<file path="config.mk">
export PLATFORM = sky130hd
export DESIGN_NAME = quad_enc_counter
export DESIGN_NICKNAME = d
export VERILOG_FILES = /design/src/rtl/quad_enc_counter_pkg.sv /design/src/rtl/quad_enc_counter_enc_filter.sv /design/src/rtl/quad_enc_counter.sv
export SDC_FILE = /design/constraint.sdc
export NUM_CORES = 1
export LEC_CHECK = 0
export CAP_MARGIN = 40
export CORE_MARGIN = 1.5
export CORE_UTILIZATION = 37
export DETAILED_ROUTE_END_ITERATION = 12
export PLACE_DENSITY = 0.68
export SYNTH_ARGS = -nofsm -noshare
export SYNTH_HDL_FRONTEND = slang
export SYNTH_SLANG_ARGS = --single-unit
</file>
<file path="constraint.sdc">
create_clock -name clk -period 4.65 [get_ports clk]
set_input_delay 0.93 -clock clk [delete_from_list [all_inputs] [get_ports clk]]
set_output_delay 0.93 -clock clk [all_outputs]
set_load 0.02 [all_outputs]
</file>
<file path="src/rtl/quad_enc_counter_pkg.sv">
// Shared definitions for the quadrature encoder counter.
//   - qenc_step_e : decoded step code for one clock of filtered A/B movement
//   - QENC_W_DEF / QENC_FILT_DEF : default count width and filter depth
//   - qenc_decode : Gray-code step decoder (previous {A,B} vs current {A,B})
package quad_enc_counter_pkg;

    localparam int QENC_W_DEF    = 16;
    localparam int QENC_FILT_DEF = 3;

    typedef enum logic [1:0] {
        QENC_HOLD = 2'b00,
        QENC_UP   = 2'b01,
        QENC_DN   = 2'b10,
        QENC_ERR  = 2'b11
    } qenc_step_e;

    // Forward sequence is 00 -> 01 -> 11 -> 10 -> 00 on {A,B}.
    function automatic logic [1:0] qenc_next_up(input logic [1:0] ab);
        logic [1:0] nxt;
        case (ab)
            2'b00:   nxt = 2'b01;
            2'b01:   nxt = 2'b11;
            2'b11:   nxt = 2'b10;
            2'b10:   nxt = 2'b00;
            default: nxt = 2'b00;
        endcase
        return nxt;
    endfunction

    // Both bits changing at once cannot be attributed to a direction.
    function automatic qenc_step_e qenc_decode(input logic [1:0] prev_ab,
                                               input logic [1:0] cur_ab);
        qenc_step_e step;
        if (prev_ab == cur_ab) begin
            step = QENC_HOLD;
        end else if ((prev_ab ^ cur_ab) == 2'b11) begin
            step = QENC_ERR;
        end else if (qenc_next_up(prev_ab) == cur_ab) begin
            step = QENC_UP;
        end else begin
            step = QENC_DN;
        end
        return step;
    endfunction

endpackage

</file>
<file path="src/rtl/quad_enc_counter_enc_filter.sv">
// enc_filter: two-flop synchroniser followed by a strobe-driven glitch filter
// for one asynchronous encoder input.
//   clk         in  system clock
//   rst_n       in  asynchronous active-low reset (filtered level restarts at 0)
//   sample_en_i in  1-cycle sample strobe
//   raw_i       in  raw asynchronous input
//   filt_o      out filtered level; changes only on sample_en_i strobes
// The filtered level flips on the FILT-th consecutive strobe at which the
// synchronised level differs from it; any agreeing strobe restarts the run.
module enc_filter #(
    parameter int FILT = 3
) (
    input  logic clk,
    input  logic rst_n,
    input  logic sample_en_i,
    input  logic raw_i,
    output logic filt_o
);

    localparam int CW = (FILT > 1) ? $clog2(FILT) : 1;

    logic          sync1_q;
    logic          sync2_q;
    logic          filt_q;
    logic          filt_d;
    logic [CW-1:0] run_q;
    logic [CW-1:0] run_d;

    // Synchroniser chain for the asynchronous input.
    always_ff @(posedge clk or negedge rst_n) begin
        if (!rst_n) begin
            sync1_q <= 1'b0;
            sync2_q <= 1'b0;
        end else begin
            sync1_q <= raw_i;
            sync2_q <= sync1_q;
        end
    end

    // Run counter holds the number of earlier consecutive disagreeing strobes.
    always_comb begin
        filt_d = filt_q;
        run_d  = run_q;
        if (sample_en_i) begin
            if (sync2_q != filt_q) begin
                if (run_q == CW'(FILT - 1)) begin
                    filt_d = sync2_q;
                    run_d  = '0;
                end else begin
                    run_d  = run_q + CW'(1);
                end
            end else begin
                run_d = '0;
            end
        end else begin
            run_d = run_q;
        end
    end

    // Filter state registers.
    always_ff @(posedge clk or negedge rst_n) begin
        if (!rst_n) begin
            filt_q <= 1'b0;
            run_q  <= '0;
        end else begin
            filt_q <= filt_d;
            run_q  <= run_d;
        end
    end

    assign filt_o = filt_q;

endmodule

</file>
<file path="src/rtl/quad_enc_counter.sv">
// quad_enc_counter: quadrature encoder front end. Filters A/B/Z, decodes 4x
// quadrature into a wrapping live count, latches the count at index (Z) rising
// edges and exposes a snapshot of the live count taken on SPI frame start.
//   clk, rst_n   clock, asynchronous active-low reset
//   sample_en    filter sample strobe
//   enc_a/b/z    raw asynchronous encoder inputs
//   snapshot     copy live count to count
//   clear        zero live count and index_seen
//   err_clr      clear sticky err
//   index_arm    arm index reset (only with QENC_INDEX_RESET_EN)
//   count        snapshot of live count
//   index_pos    live count at last filtered Z rising edge
//   index_seen   sticky Z-seen flag
//   err          sticky illegal-transition flag
// Build option: define QENC_INDEX_RESET_EN to let an armed index edge zero the
// live count once.
module quad_enc_counter
    import quad_enc_counter_pkg::*;
#(
    parameter int W    = QENC_W_DEF,
    parameter int FILT = QENC_FILT_DEF
) (
    input  logic         clk,
    input  logic         rst_n,
    input  logic         sample_en,
    input  logic         enc_a,
    input  logic         enc_b,
    input  logic         enc_z,
    input  logic         snapshot,
    input  logic         clear,
    input  logic         err_clr,
    input  logic         index_arm,
    output logic [W-1:0] count,
    output logic [W-1:0] index_pos,
    output logic         index_seen,
    output logic         err
);

    logic         a_filt_s;
    logic         b_filt_s;
    logic         z_filt_s;
    logic [1:0]   ab_s;
    qenc_step_e   step_s;
    logic         z_rise_s;

    logic [1:0]   prev_ab_q;
    logic         z_prev_q;
    logic [W-1:0] live_q;
    logic [W-1:0] live_d;
    logic [W-1:0] count_q;
    logic [W-1:0] count_d;
    logic [W-1:0] index_pos_q;
    logic [W-1:0] index_pos_d;
    logic         index_seen_q;
    logic         index_seen_d;
    logic         err_q;
    logic         err_d;

    enc_filter #(.FILT(FILT)) u_filt_a (
        .clk(clk), .rst_n(rst_n), .sample_en_i(sample_en), .raw_i(enc_a), .filt_o(a_filt_s)
    );
    enc_filter #(.FILT(FILT)) u_filt_b (
        .clk(clk), .rst_n(rst_n), .sample_en_i(sample_en), .raw_i(enc_b), .filt_o(b_filt_s)
    );
    enc_filter #(.FILT(FILT)) u_filt_z (
        .clk(clk), .rst_n(rst_n), .sample_en_i(sample_en), .raw_i(enc_z), .filt_o(z_filt_s)
    );

    assign ab_s     = {a_filt_s, b_filt_s};
    assign step_s   = qenc_decode(prev_ab_q, ab_s);
    assign z_rise_s = z_filt_s & ~z_prev_q;

`ifdef QENC_INDEX_RESET_EN
    logic armed_q;
    logic armed_d;
`else
    logic unused_index_arm_s;
    assign unused_index_arm_s = index_arm;
`endif

    // Next-state logic: step, index handling, snapshot and sticky flags.
    always_comb begin
        live_d       = live_q;
        count_d      = count_q;
        index_pos_d  = index_pos_q;
        index_seen_d = index_seen_q;
        err_d        = err_q;

        case (step_s)
            QENC_UP: live_d = live_q + W'(1);
            QENC_DN: live_d = live_q - W'(1);
            default: live_d = live_q;
        endcase

`ifdef QENC_INDEX_RESET_EN
        armed_d = armed_q;
        if (z_rise_s && armed_q) begin
            live_d  = '0;
            armed_d = 1'b0;
        end else if (index_arm) begin
            armed_d = 1'b1;
        end else begin
            armed_d = armed_q;
        end
`endif

        // index_pos takes the pre-step value of the live count.
        if (z_rise_s) begin
            index_pos_d  = live_q;
            index_seen_d = 1'b1;
        end else begin
            index_pos_d  = index_pos_q;
        end

        // clear has top priority over index reset and stepping.
        if (clear) begin
            live_d       = '0;
            index_seen_d = 1'b0;
        end else begin
            live_d       = live_d;
        end

        // A new illegal transition wins over err_clr.
        if (step_s == QENC_ERR) begin
            err_d = 1'b1;
        end else if (err_clr) begin
            err_d = 1'b0;
        end else begin
            err_d = err_q;
        end

        if (snapshot) begin
            count_d = live_q;
        end else begin
            count_d = count_q;
        end
    end

    // State registers.
    always_ff @(posedge clk or negedge rst_n) begin
        if (!rst_n) begin
            prev_ab_q    <= 2'b00;
            z_prev_q     <= 1'b0;
            live_q       <= '0;
            count_q      <= '0;
            index_pos_q  <= '0;
            index_seen_q <= 1'b0;
            err_q        <= 1'b0;
        end else begin
            prev_ab_q    <= ab_s;
            z_prev_q     <= z_filt_s;
            live_q       <= live_d;
            count_q      <= count_d;
            index_pos_q  <= index_pos_d;
            index_seen_q <= index_seen_d;
            err_q        <= err_d;
        end
    end

`ifdef QENC_INDEX_RESET_EN
    // Index-reset arming flag.
    always_ff @(posedge clk or negedge rst_n) begin
        if (!rst_n) begin
            armed_q <= 1'b0;
        end else begin
            armed_q <= armed_d;
        end
    end
`endif

    assign count      = count_q;
    assign index_pos  = index_pos_q;
    assign index_seen = index_seen_q;
    assign err        = err_q;

endmodule
</file>
Yosys cells after proc, flatten, opt, wreduce, memory -nomap -nowiden
Cells that the tools add are included.
{"block": "classes", "addsub": 5, "eq_ne": 15, "mux": 18, "n_bitwise": 3, "reduce_logical": 7}
{"operator": "16-bit one-hot mux with 2 select lines", "n": 1}
{"operator": "2-bit two-way mux", "n": 11}
{"operator": "16-bit by 1-bit adder with 16-bit output (second input constant)", "n": 1}
{"operator": "2-bit == test (second input constant)", "n": 8}
{"operator": "16-bit two-way mux", "n": 1}
{"operator": "16-bit by 1-bit subtractor with 16-bit output (second input constant)", "n": 1}
{"operator": "3-bit AND reduction", "n": 3}
{"operator": "2-bit one-hot mux with 4 select lines", "n": 1}
{"operator": "2-bit by 1-bit adder with 2-bit output (second input constant)", "n": 3}
{"operator": "2-bit by 1-bit == test with 1-bit output (second input constant)", "n": 2}
{"operator": "2-bit == test", "n": 2}
{"operator": "1-bit two-way mux", "n": 4}
{"operator": "2-bit nonzero test", "n": 2}
{"operator": "1-bit != test", "n": 3}
{"operator": "3-bit nonzero test", "n": 1}
{"operator": "2-bit logical NOT", "n": 1}
{"operator": "2-bit XOR", "n": 1}
{"operator": "1-bit AND", "n": 1}
{"operator": "1-bit inverter", "n": 1}
{"block": "word_totals", "ff_bits": 68, "output_inout_bits": 34, "word_cells": 67}

Depth between registers and ports, before layout
Gate-level depths: netlist of run 1.
{"block": "depth", "ltp_word": 11, "mapped_depth": 10}

By module
From an unflattened synthesis of run 1, not the netlist that was laid out.
{"block": "unflattened", "cells_unflattened": 271, "area_unflattened_um2": 3114.2}
{"module": "quad_enc_counter", "n_inst": 1, "cells_each": 229, "area_each_um2": 2547.4}
{"module": "enc_filter", "n_inst": 3, "cells_each": 14, "area_each_um2": 188.9}

Least setup slack after synthesis of run 1
Ideal clock, no wire load.
{"block": "synth_timing", "path_type": "reg-to-reg", "startpoint": "reg u_filt_a.filt_q (netlist: u_filt_a.filt_o)", "endpoint": "reg live_q[14]", "setup_time_ns": 0.139, "arrival_ns": 2.315, "required_time_ns": 4.511, "setup_slack_ns": 2.196, "path_stages_with_launch": 11, "n_path_buf": 1, "cell_sequence": "dfrtp_1 -> buf_6 -> xor2_2 -> nand2_2 -> xnor2_1 -> ha_1 -> inv_1 -> a211oi_4 -> a41oi_1 -> and3_1 -> or4_1"}
{"block": "synth_via", "elab_chain_cells": 7, "word_cells_on_any_way": 12}
{"element": "start: declaration", "line_no": "quad_enc_counter_enc_filter.sv:24", "text": "logic filt_q;"}
{"element": "start signal: assignment", "line_no": "quad_enc_counter_enc_filter.sv:66", "text": "filt_q <= filt_d;"}
{"element": "2-bit == test / 2-bit XOR (equally long branches)", "line_no": "quad_enc_counter_pkg.sv:38, quad_enc_counter_pkg.sv:36"}
{"element": "2-bit two-way mux / 2-bit == test (equally long branches)", "line_no": "quad_enc_counter_pkg.sv:38, quad_enc_counter_pkg.sv:36"}
{"element": "2-bit two-way mux", "line_no": "quad_enc_counter_pkg.sv:36", "text": "end else if ((prev_ab ^ cur_ab) == 2'b11) begin"}
{"element": "2-bit two-way mux *", "line_no": "quad_enc_counter_pkg.sv:34", "text": "if (prev_ab == cur_ab) begin"}
{"element": "2-bit == test / 2-bit by 1-bit == test with 1-bit output (equally long branches)", "line_no": "quad_enc_counter.sv:89", "text": "case (step_s)"}
{"element": "16-bit one-hot mux with 2 select lines", "line_no": "quad_enc_counter.sv:89"}
{"element": "16-bit two-way mux", "line_no": "quad_enc_counter.sv:116", "text": "if (clear) begin"}
{"element": "end signal: assignment", "line_no": "quad_enc_counter.sv:152", "text": "live_q <= live_d;"}
{"element": "end: declaration", "line_no": "quad_enc_counter.sv:48", "text": "logic [W-1:0] live_q;"}
Mark *: on every way between the ends. The rest lies on a longest branch, timed or not.
A chain may end at the register's enable or synchronous reset.

Worst setup path after layout of run 1
{"block": "layout_timing", "startpoint": "reg u_filt_b.filt_q (netlist: u_filt_b.filt_o)", "endpoint": "reg live_q[14]"}
{"block": "layout_via", "elab_chain_cells": 7, "word_cells_on_any_way": 12}
{"element": "start: declaration", "line_no": "quad_enc_counter_enc_filter.sv:24"}
{"element": "start signal: assignment", "line_no": "quad_enc_counter_enc_filter.sv:66"}
{"element": "2-bit == test / 2-bit XOR (equally long branches)", "line_no": "quad_enc_counter_pkg.sv:38, quad_enc_counter_pkg.sv:36"}
{"element": "2-bit two-way mux / 2-bit == test (equally long branches)", "line_no": "quad_enc_counter_pkg.sv:38, quad_enc_counter_pkg.sv:36"}
{"element": "2-bit two-way mux", "line_no": "quad_enc_counter_pkg.sv:36"}
{"element": "2-bit two-way mux *", "line_no": "quad_enc_counter_pkg.sv:34"}
{"element": "2-bit == test / 2-bit by 1-bit == test with 1-bit output (equally long branches)", "line_no": "quad_enc_counter.sv:89"}
{"element": "16-bit one-hot mux with 2 select lines", "line_no": "quad_enc_counter.sv:89"}
{"element": "16-bit two-way mux", "line_no": "quad_enc_counter.sv:116"}
Marks and branches as above.

==> flow_summary_export.csv, run 1 <==
group,metric,value,unit
status,status,"complete, no violations",
synth,syn_area,3230,um^2
grt,grt_usage,14.7,%
timing,setup-violations-final,0,
pwr,p_per_area,761,nW/um^2
setup_path,worstPathMaxFanout,7,
setup_path,r2r_start,"u_filt_b.filt_o$_DFFE_PN0P_",
grt,grt_pass1_vias,2192,
synth,yosys_warnings,0,
synth,synth_top_area_share,52.7,%
setup_path,startpoint,"u_filt_b.filt_o$_DFFE_PN0P_",
drt,first_iter_violations,79,
grt,grt_max_degree,38,
drt,vias,2182,
setup_path,cpMaxStageDelayCell,"or4_1",
drt,drcViolationCount,0,
setup_path,cp.required,4870,ps
layout,fill_cells,780,
clock_tree,cts_tree,"done",
clock_tree,clock_sinks,68,
synth,avgSynthCellArea,11.7,um^2
pwr,vdd_drop_max,0.000431,V
layout,layout-drive-gt1-share,20.6,%
timing,rsz0062_at_grt,"false",
timing,clock-skew-final,9.37,ps
setup_path,critPathKind,"flop to flop",
synth,synth-seq-cells,68,
place,placement.io_buffers,42,
run,maxCapViolations,0,
timing,fmax,0.365,GHz
drt,drt_first_pass_iters,4,
synth,postSynthCellCount,275,
timing,hold_viol,0,
clock_tree,cts-resized-gates,0,
pwr,internal_power,1770,uW
pwr,seqPwrFrac,34.2,%
setup_path,cp.arrival,2960,ps
clock_tree,cts_root_buf,"clkbuf_8",
pwr,power_frac_comb,49.4,%
synth,synth_edf_count,0,
setup_path,end_kind,"flop",
die,die_w,96.4,um
layout,antenna_cells,0,
pwr,swShare,40.1,%
timing,holdWs,357,ps
die,pin_count,44,
setup_path,r2r_setup_slack,1910,ps
setup_path,rr_endpoint,"live_q[14]$_DFFE_PN0P_",
synth,syn-num-nets,288,
clock_tree,clk_pin_slew,70,ps
place,globalplace.congestion,0.923,
setup_path,reg2reg_depth,9,
die,die_y,96.4,um
layout,final_core_util,46.7,%
timing,slew-limit-headroom,44.9,%
clock_tree,postCtsHoldBufs,0,
synth,ys_async_sr_fraction,100,%
synth,synthDistinctLibCells,48,
timing,fin_setup_tns,0,ps
drt,drt-total-wl,6020,um
min_path,hp-start,"u_filt_a.sync1_q$_DFF_PN0_",
pwr,p_clk_share,16.4,%
pwr,power.total,2960,uW
timing,period_needed,2740,ps
timing,min_period_over_period,59.0,%
setup_path,crit_chain,"xnor2_2 > nand2_2 > xnor2_1 > ha_1 > inv_1 > a211oi_4 > a41oi_1 > and3_1 > or4_1",
synth,synth_top_area_cell,"dfrtp_1",
drt,routedWlPerCell,14.3,um
pwr,p_leak,0.00175,uW
layout,area_delta_synth_final,20.6,%
place,hpwl,4190,um
grt,gr-total-overflow,0,
min_path,hold_class,"flop to flop",
die,num_rows,33,
grt,grt_first_pass_wirelength,10200,um
setup_path,critPathCapture,"live_q[14]$_DFFE_PN0P_",
die,fp.dieArea,9300,um^2
drt,ant_nets,0,
timing,slew_violations,0,
timing,worst_slew_pin_slew,827,ps
pwr,switching_power,1190,uW
layout,fin_nets,323,
setup_path,cp-start-kind,"flop",
synth,synth.most_common_cell,"dfrtp_1",
grt,antenna_found_initial,0,
setup_path,slowest_delay,490,ps
drt,drt-vias-per-instance,5.20,
die,core_area,8340,um^2
synth,synth_seq_area_share,52.7,%
clock_tree,clk_latency,340,ps
clock_tree,post_cts_buffers,0,
clock_tree,htreeDepth,3,
clock_tree,cts-buffers-inserted,9,
clock_tree,cts.path.max_buffers,2,
synth,synth_common_cells,"dfrtp_1, mux2_2, a21oi_1, clkbuf_1, nor2_1",
die,initial_core_util,38.7,%
synth,synth.area.top_cells,"dfrtp_1, mux2_2, a21oi_1",
synth,synth-main-ff-cell,"dfrtp_1",
## state kept, by name, summed over array words and instances (netlist names)
name	cells
index_pos	16
err	1
u_filt_b.filt_o	1
u_filt_z.filt_o	1
live_q	16
u_filt_b.run_q	2
u_filt_a.sync1_q	1
u_filt_z.sync1_q	1
u_filt_a.sync2_q	1
u_filt_b.sync2_q	1
count	16
u_filt_a.filt_o	1
z_prev_q	1
u_filt_z.sync2_q	1
prev_ab_q	2
index_seen	1
u_filt_a.run_q	2
u_filt_z.run_q	2
u_filt_b.sync1_q	1
## cell usage in the layout (no fill, tap or decap), types with 3 or more instances in the layout
cell type	instances
nor2_1	13
or4_1	3
inv_1	10
xnor2_1	5
clkbuf_8	11
ha_1	3
dfrtp_1	68
mux2_2	37
nand4_1	3
clkdlybuf4s50_1	41
nor3_1	3
a22oi_1	3
o21ai_0	9
nor4_1	8
a32oi_1	3
buf_4	3
nor2b_1	7
mux2i_1	4
o22ai_1	4
nand3_1	8
or3_1	6
and3_1	5
mux2_1	3
a21oi_1	13
nand2_1	6
xor2_1	4
## cells by family after synthesis
kind of cell             after synthesis  share of synthesized area (%)
XOR/XNOR                              12                           3.95
AND/OR/NAND/NOR                       76                           14.1
flip-flops                            68                           52.7
multiplexers                          44                           15.2
AO/OA/AOI/OAI                         41                           8.45
buffers and inverters                 31                           4.49
adder cells (fa/ha/maj)                3                           1.16
## power groups by stage
stage                     sequential, uW  combinational (uW)  clock (uW)
after floorplan                     1040                1040           0
after global placement              1020                1430           0
after detailed placement            1030                1470           0
after CTS                           1020                1470         504
after global routing                1050                1610         530
final                               1010                1460         487
## worst min path at each step
stage,end,slack [ps],cells past startpoint
6_report,u_filt_a.sync2_q$_DFF_PN0_,360,0
5_1_grt,u_filt_a.sync2_q$_DFF_PN0_,360,0
4_1_cts,u_filt_a.sync2_q$_DFF_PN0_,350,0
3_5_place_dp,u_filt_a.sync2_q$_DFF_PN0_,340,0
3_3_place_gp,u_filt_z.sync2_q$_DFF_PN0_,330,0
2_1_floorplan,u_filt_a.sync2_q$_DFF_PN0_,330,0
## worst max-delay path: cells and delay by family, from the launching register on
family	cells	cell delay (ps)
buffers and inverters	1	90
flip-flops	1	470
AND/OR/NAND/NOR	3	880
adder cells (fa/ha/maj)	1	230
AO/OA/AOI/OAI	2	450
XOR/XNOR	2	500
## layout make-up
| class | instances | area (um^2) | share of cell area, % |
|---|---|---|---|
| inverters | 10 | 37.5 | 0.964 |
| repair buffers | 45 | 438 | 11.2 |
| multi-input cells | 176 | 1380 | 35.5 |
| clock inverters | 4 | 47.5 | 1.22 |
| clock buffers | 12 | 155 | 3.98 |
| well taps | 105 | 131 | 3.37 |
| flip-flops and latches | 68 | 1700 | 43.7 |
## layer usage
layer | vias to the layer above | global-route usage [%] | share of wire (%)
met5 | - | 0 | 0
met3 | 11 | 4.15 | 3.6
met4 | 0 | 7.37 | 1.9
met2 | 37 | 24.3 | 48
met1 | 1081 | 17.6 | 47
li1 | 1053 | - | -
## per-stage QoR
stage               cell area (um^2)  instances  setup slack [ps]
detailed placement              3690        404              1890
finish                          3890        420              1910
global placement                3690        404              1920
global route                    3890        420              1700
floorplan                       3230        275              2200
CTS                             3890        420              1880
Note: power is estimated with default switching activity, not from simulation.
==> run 2, diff against run 1 <==
==> constraint.sdc (replaced) <==
create_clock -name clk -period 2.8 [get_ports clk]
set_input_delay 0.56 -clock clk [delete_from_list [all_inputs] [get_ports clk]]
set_output_delay 0.56 -clock clk [all_outputs]
set_load 0.02 [all_outputs]
==> run 2 against run 1 <==
Against the previous run: total power grew 66%; largest power group unchanged; non-clock buffer count grew 7; worst hold slack lost 74 ps; flip-flop and latch count is the same; setup slack lost 1700 ps; sequential power grew 63%; combinational power grew 75%; fmax grew 7.6%.
==> flow_summary_export.csv, run 2 (synthesized netlist as in run 1, its figures left out) <==
group,metric,value,unit
status,status,"complete, no violations",
drt,first_iter_violations,80,
grt,grt_max_degree,36,
die,die_w,96.4,um
timing,worst_slew_pin_slew,817,ps
place,globalplace.congestion,0.863,
setup_path,cp-start-kind,"flop",
clock_tree,clk_pin_slew,80,ps
setup_path,cpMaxStageDelayCell,"dfrtp_1",
timing,fin_setup_tns,0,ps
place,hpwl,4330,um
setup_path,startpoint,"prev_ab_q[0]$_DFF_PN0_",
clock_tree,postCtsHoldBufs,0,
drt,ant_nets,0,
pwr,p_clk_share,14.4,%
layout,layout-drive-gt1-share,22.7,%
pwr,p_per_area,1250,nW/um^2
setup_path,end_kind,"flop",
die,num_rows,33,
clock_tree,clock_sinks,68,
die,fp.dieArea,9300,um^2
timing,clock-skew-final,7.74,ps
pwr,power_frac_comb,52.0,%
timing,fmax,0.392,GHz
layout,antenna_cells,0,
place,dp_cells,411,
pwr,switching_power,2030,uW
layout,final_cell_mix,"dfrtp_1, clkdlybuf4s50_1, mux2_2",
pwr,internal_power,2880,uW
setup_path,cp.arrival,2780,ps
layout,final_common_cell,"dfrtp_1",
die,core_area,8340,um^2
grt,busiest_layer,"met2",
setup_path,worstPathMaxFanout,7,
pwr,seqPwrFrac,33.6,%
clock_tree,post_cts_buffers,0,
die,initial_core_util,38.7,%
layout,multi_input_area,1380,um^2
clock_tree,cts-buffers-inserted,9,
timing,period_needed,2550,ps
timing,min_period_over_period,91.0,%
drt,drt-vias-per-instance,5.25,
setup_path,critPathKind,"flop to flop",
layout,fin_cells,427,
drt,vias,2240,
layout,fill_cells,779,
setup_path,slowest_delay,440,ps
setup_path,r2r_setup_slack,250,ps
layout,fin_nets,330,
run,maxCapViolations,0,
layout,ff_latch_area,1700,um^2
clock_tree,cts-resized-gates,0,
timing,slew_violations,0,
die,die_y,96.4,um
grt,grt_usage,15.1,%
pwr,vdd_drop_max,0.000521,V
grt,grt_pass1_vias,2253,
clock_tree,cts_tree,"done",
grt,gr-usage-met2,25.7,%
setup_path,r2r_start,"prev_ab_q[0]$_DFF_PN0_",
grt,grtUsageMet1,18.6,%
setup_path,crit_chain,"xor2_2 > nand2_2 > inv_1 > ha_1 > a21o_1 > a311o_1 > a32oi_1 > mux2_2",
timing,hold_viol,0,
grt,grt_use_met3,4.77,%
drt,routedWlPerCell,14.4,um
grt,antenna_found_initial,0,
place,placement.io_buffers,42,
timing,rsz0062_at_grt,"false",
min_path,hold_class,"primary input to asynchronous set/reset pin",
clock_tree,cts.path.max_buffers,2,
layout,area_delta_synth_final,21.8,%
clock_tree,htreeDepth,3,
drt,drcViolationCount,0,
pwr,swShare,41.4,%
die,pin_count,44,
clock_tree,clk_latency,350,ps
timing,setup-violations-final,0,
grt,grt_first_pass_wirelength,10600,um
clock_tree,cts_root_buf,"clkbuf_8",
timing,slew-limit-headroom,45.5,%
pwr,p_leak,0.00176,uW
grt,gr-total-overflow,0,
setup_path,cp.required,3030,ps
drt,drt_first_pass_iters,4,
drt,drt-total-wl,6140,um
[run 2: worst paths after layout]
path	to	depth (start not counted)
max	live_q[15]$_DFFE_PN0P_	8
min	u_filt_b.run_q[1]$_DFFE_PN0P_	1
max reg2reg	live_q[15]$_DFFE_PN0P_	8
min reg2reg	u_filt_b.sync2_q$_DFF_PN0_	0
max in group asynchronous	live_q[7]$_DFFE_PN0P_	2
min in group clk	u_filt_b.sync2_q$_DFF_PN0_	0
[run 2: final cells by class]
class | instances | share of cell area (%)
repair buffers | 52 | 12.8
flip-flops and latches | 68 | 43.3
clock inverters | 7 | 1.34
clock buffers | 9 | 3.15
well taps | 105 | 3.34
multi-input cells | 176 | 35.2
inverters | 10 | 0.955
[run 2: per-layer routing]
metal  routed length (um)  share of wire [%]
met1                 2790                 45
met2                 3000                 49
met3                  280                4.6
met4                   64                1.0
met5                    0                  0
[run 2: power groups by stage]
| stage | clock network, uW | logic [uW] | registers (uW) |
|---|---|---|---|
| final | 708 | 2560 | 1650 |
| after detailed placement | 0 | 2550 | 1680 |
| after CTS | 732 | 2550 | 1660 |
| after floorplan | 0 | 1720 | 1730 |
| after global placement | 0 | 2490 | 1660 |
| after global routing | 774 | 2800 | 1720 |
[run 2: metrics by stage]
step / util (%) / power [uW] / hold WS [ps] / cell area, um^2 / setup WS (ps)
global placement: 45.0 / 4160 / 333 / 3760 / 332
detailed placement: 45.0 / 4220 / 341 / 3760 / 287
floorplan: - / 3450 / 264 / 3230 / 346
global route: 47.1 / 5290 / 340 / 3930 / 133
finish: 47.1 / 4910 / 283 / 3930 / 251
CTS: 47.1 / 4950 / 296 / 3930 / 278
[run 2: worst max-delay path, delay by kind of cell, from the launching register on]
family	cells	cell delay, ps
fa+ha+maj	1	340
xor+xnor	1	280
flops	1	440
compound gates	3	710
buf+inv	1	180
mux	1	350
simple gates	1	130
==> run 3, diff against run 2 <==
==> constraint.sdc (replaced) <==
create_clock -name clk -period 2.8 [get_ports clk]
set_input_delay 0.84 -clock clk [delete_from_list [all_inputs] [get_ports clk]]
set_output_delay 0.84 -clock clk [all_outputs]
set_load 0.02 [all_outputs]
==> run 3 against run 2 <==
Against the previous run: combinational power about the same; die area unchanged; worst hold slack gained 70 ps; non-clock buffer count grew 1; setup slack got worse by 73 ps; cell count up 0.23%; clock power grew 15%; count of clock-buffer cells in the layout unchanged; sequential share of layout area decreased by 0.36 points; critical endpoint unchanged.
==> flow_summary_export.csv, run 3 (synthesized netlist as in run 1, its figures left out) <==
group,metric,value,unit
drt,routedWlPerCell,15.1,um
clock_tree,postCtsHoldBufs,0,
clock_tree,clk_latency,370,ps
setup_path,cp.required,3050,ps
setup_path,crit_chain,"xnor2_2 > nand2_2 > inv_1 > ha_1 > a21o_1 > a311o_1 > a32oi_1 > mux2_2",
layout,area_delta_synth_final,22.8,%
timing,slew_violations,0,
drt,drt_first_pass_iters,4,
drt,ant_nets,0,
status,status,"complete, no violations",
die,die_w,96.4,um
timing,period_needed,2620,ps
pwr,vdd_drop_max,0.000565,V
setup_path,cpMaxStageDelayCell,"dfrtp_1",
setup_path,r2r_setup_slack,180,ps
die,die_y,96.4,um
clock_tree,cts_root_buf,"clkbuf_8",
clock_tree,cts_tree,"done",
setup_path,worstPathMaxFanout,7,
drt,wl_met2,3160,um
layout,ff_latch_area,1700,um^2
clock_tree,cts-resized-gates,0,
pwr,p_leak,0.00178,uW
timing,holdWs,353,ps
run,maxCapViolations,0,
min_path,worstHoldEndpoint,"u_filt_a.sync2_q$_DFF_PN0_",
layout,fill_cells,769,
place,hpwl,4440,um
grt,antenna_found_initial,0,
pwr,p_per_area,1270,nW/um^2
setup_path,cp-start-kind,"flop",
timing,hold_viol,0,
timing,rsz0062_at_grt,"false",
setup_path,critPathBufInv,1,
drt,met3WireLength,293,um
min_path,holdPathStages,0,
clock_tree,post_cts_buffers,0,
timing,worst_slew_pin_slew,817,ps
drt,drt-vias-per-instance,5.26,
timing,setup-violations-final,0,
setup_path,r2r_start,"prev_ab_q[1]$_DFF_PN0_",
timing,fin_setup_tns,0,ps
setup_path,critPathKind,"flop to flop",
layout,antenna_cells,0,
timing,fmax,0.381,GHz
grt,grt_first_pass_wirelength,11100,um
clock_tree,cts-buffers-inserted,9,
setup_path,cp.arrival,2870,ps
setup_path,rr_endpoint,"live_q[15]$_DFFE_PN0P_",
drt,first_iter_violations,63,
die,initial_core_util,38.7,%
timing,min_period_over_period,93.6,%
grt,grt_usage,16.2,%
layout,final_cell_mix,"dfrtp_1, clkdlybuf4s50_1, mux2_2",
min_path,hp-start,"u_filt_a.sync1_q$_DFF_PN0_",
layout,fin_nets,331,
timing,clock-skew-final,11.2,ps
die,num_rows,33,
drt,vias,2252,
place,globalplace.congestion,0.830,
layout,final_common_cell,"dfrtp_1",
clock_tree,cts.path.max_buffers,2,
setup_path,end_kind,"flop",
place,placement.io_buffers,42,
clock_tree,clock_sinks,68,
die,core_area,8340,um^2
grt,gr-total-overflow,0,
layout,layout-drive-gt1-share,22.9,%
setup_path,crit_family,"compound AO/OA/AOI/OAI gates",
clock_tree,clk_pin_slew,70,ps
drt,drcViolationCount,0,
setup_path,slowest_delay,450,ps
grt,grt_pass1_vias,2310,
grt,grt_max_degree,69,
clock_tree,htreeDepth,3,
timing,slew-limit-headroom,45.5,%
die,pin_count,44,
die,fp.dieArea,9300,um^2
drt,drt-met1-wl,2870,um
min_path,hold_class,"flop to flop",
setup_path,reg2reg_depth,8,
drt,top_layer_used,"met4",
drt,drt-total-wl,6460,um
layout,multi_input_area,1380,um^2
run 3: changes by cell type in the layout (fill, tap and decap cells not counted):
cell,previous run,this run
buf_4,9,10
bufinv_16,0,1
clkinv_2,1,0
clkinv_4,1,2
inv_6,1,0
run 3: how the worst max path moves through the flow:
stage                     depth (start not counted)  slack, ps                     end                   startpoint
final                                             8        180  live_q[15]$_DFFE_PN0P_       prev_ab_q[1]$_DFF_PN0_
after global routing                              8          9  live_q[15]$_DFFE_PN0P_       prev_ab_q[1]$_DFF_PN0_
after CTS                                         8        180  live_q[15]$_DFFE_PN0P_       prev_ab_q[1]$_DFF_PN0_
after detailed placement                          8        200  live_q[15]$_DFFE_PN0P_       prev_ab_q[1]$_DFF_PN0_
after global placement                            8        300  live_q[15]$_DFFE_PN0P_       prev_ab_q[1]$_DFF_PN0_
after floorplan                                  10        350  live_q[14]$_DFFE_PN0P_  u_filt_a.filt_o$_DFFE_PN0P_
run 3: layer usage:
metal / vias to the layer above / global-route usage [%]
met5: - / 0
met4: 0 / 5.80
met1: 1128 / 19.6
met3: 11 / 5.63
met2: 42 / 26.9
li1: 1071 / -
run 3: area by class of cell:
type	count	share of cell area (%)
timing repair buffer	53	12.9
sequential	68	42.9
clock buffer	9	3.12
inverter	10	0.947
multi-input combinational	176	34.9
clock inverter	7	1.96
tap	105	3.31
run 3: per-stage QoR:
stage,util (%),power [uW],std cells,setup slack (ps),area [um^2]
after floorplan,-,3450,275,346,3230
after global placement,45.1,4170,412,296,3760
after detailed placement,45.1,4270,412,204,3760
after CTS,47.5,5100,428,177,3970
after global routing,47.5,5450,428,9.26,3970
final,47.5,5050,428,178,3970
run 3: report_power, final:
group          leakage, uW  internal, uW  switching, uW
logic             0.000790          1230           1350
registers         0.000900          1330            329
clock network    0.0000877           413            401
total              0.00178          2970           2080
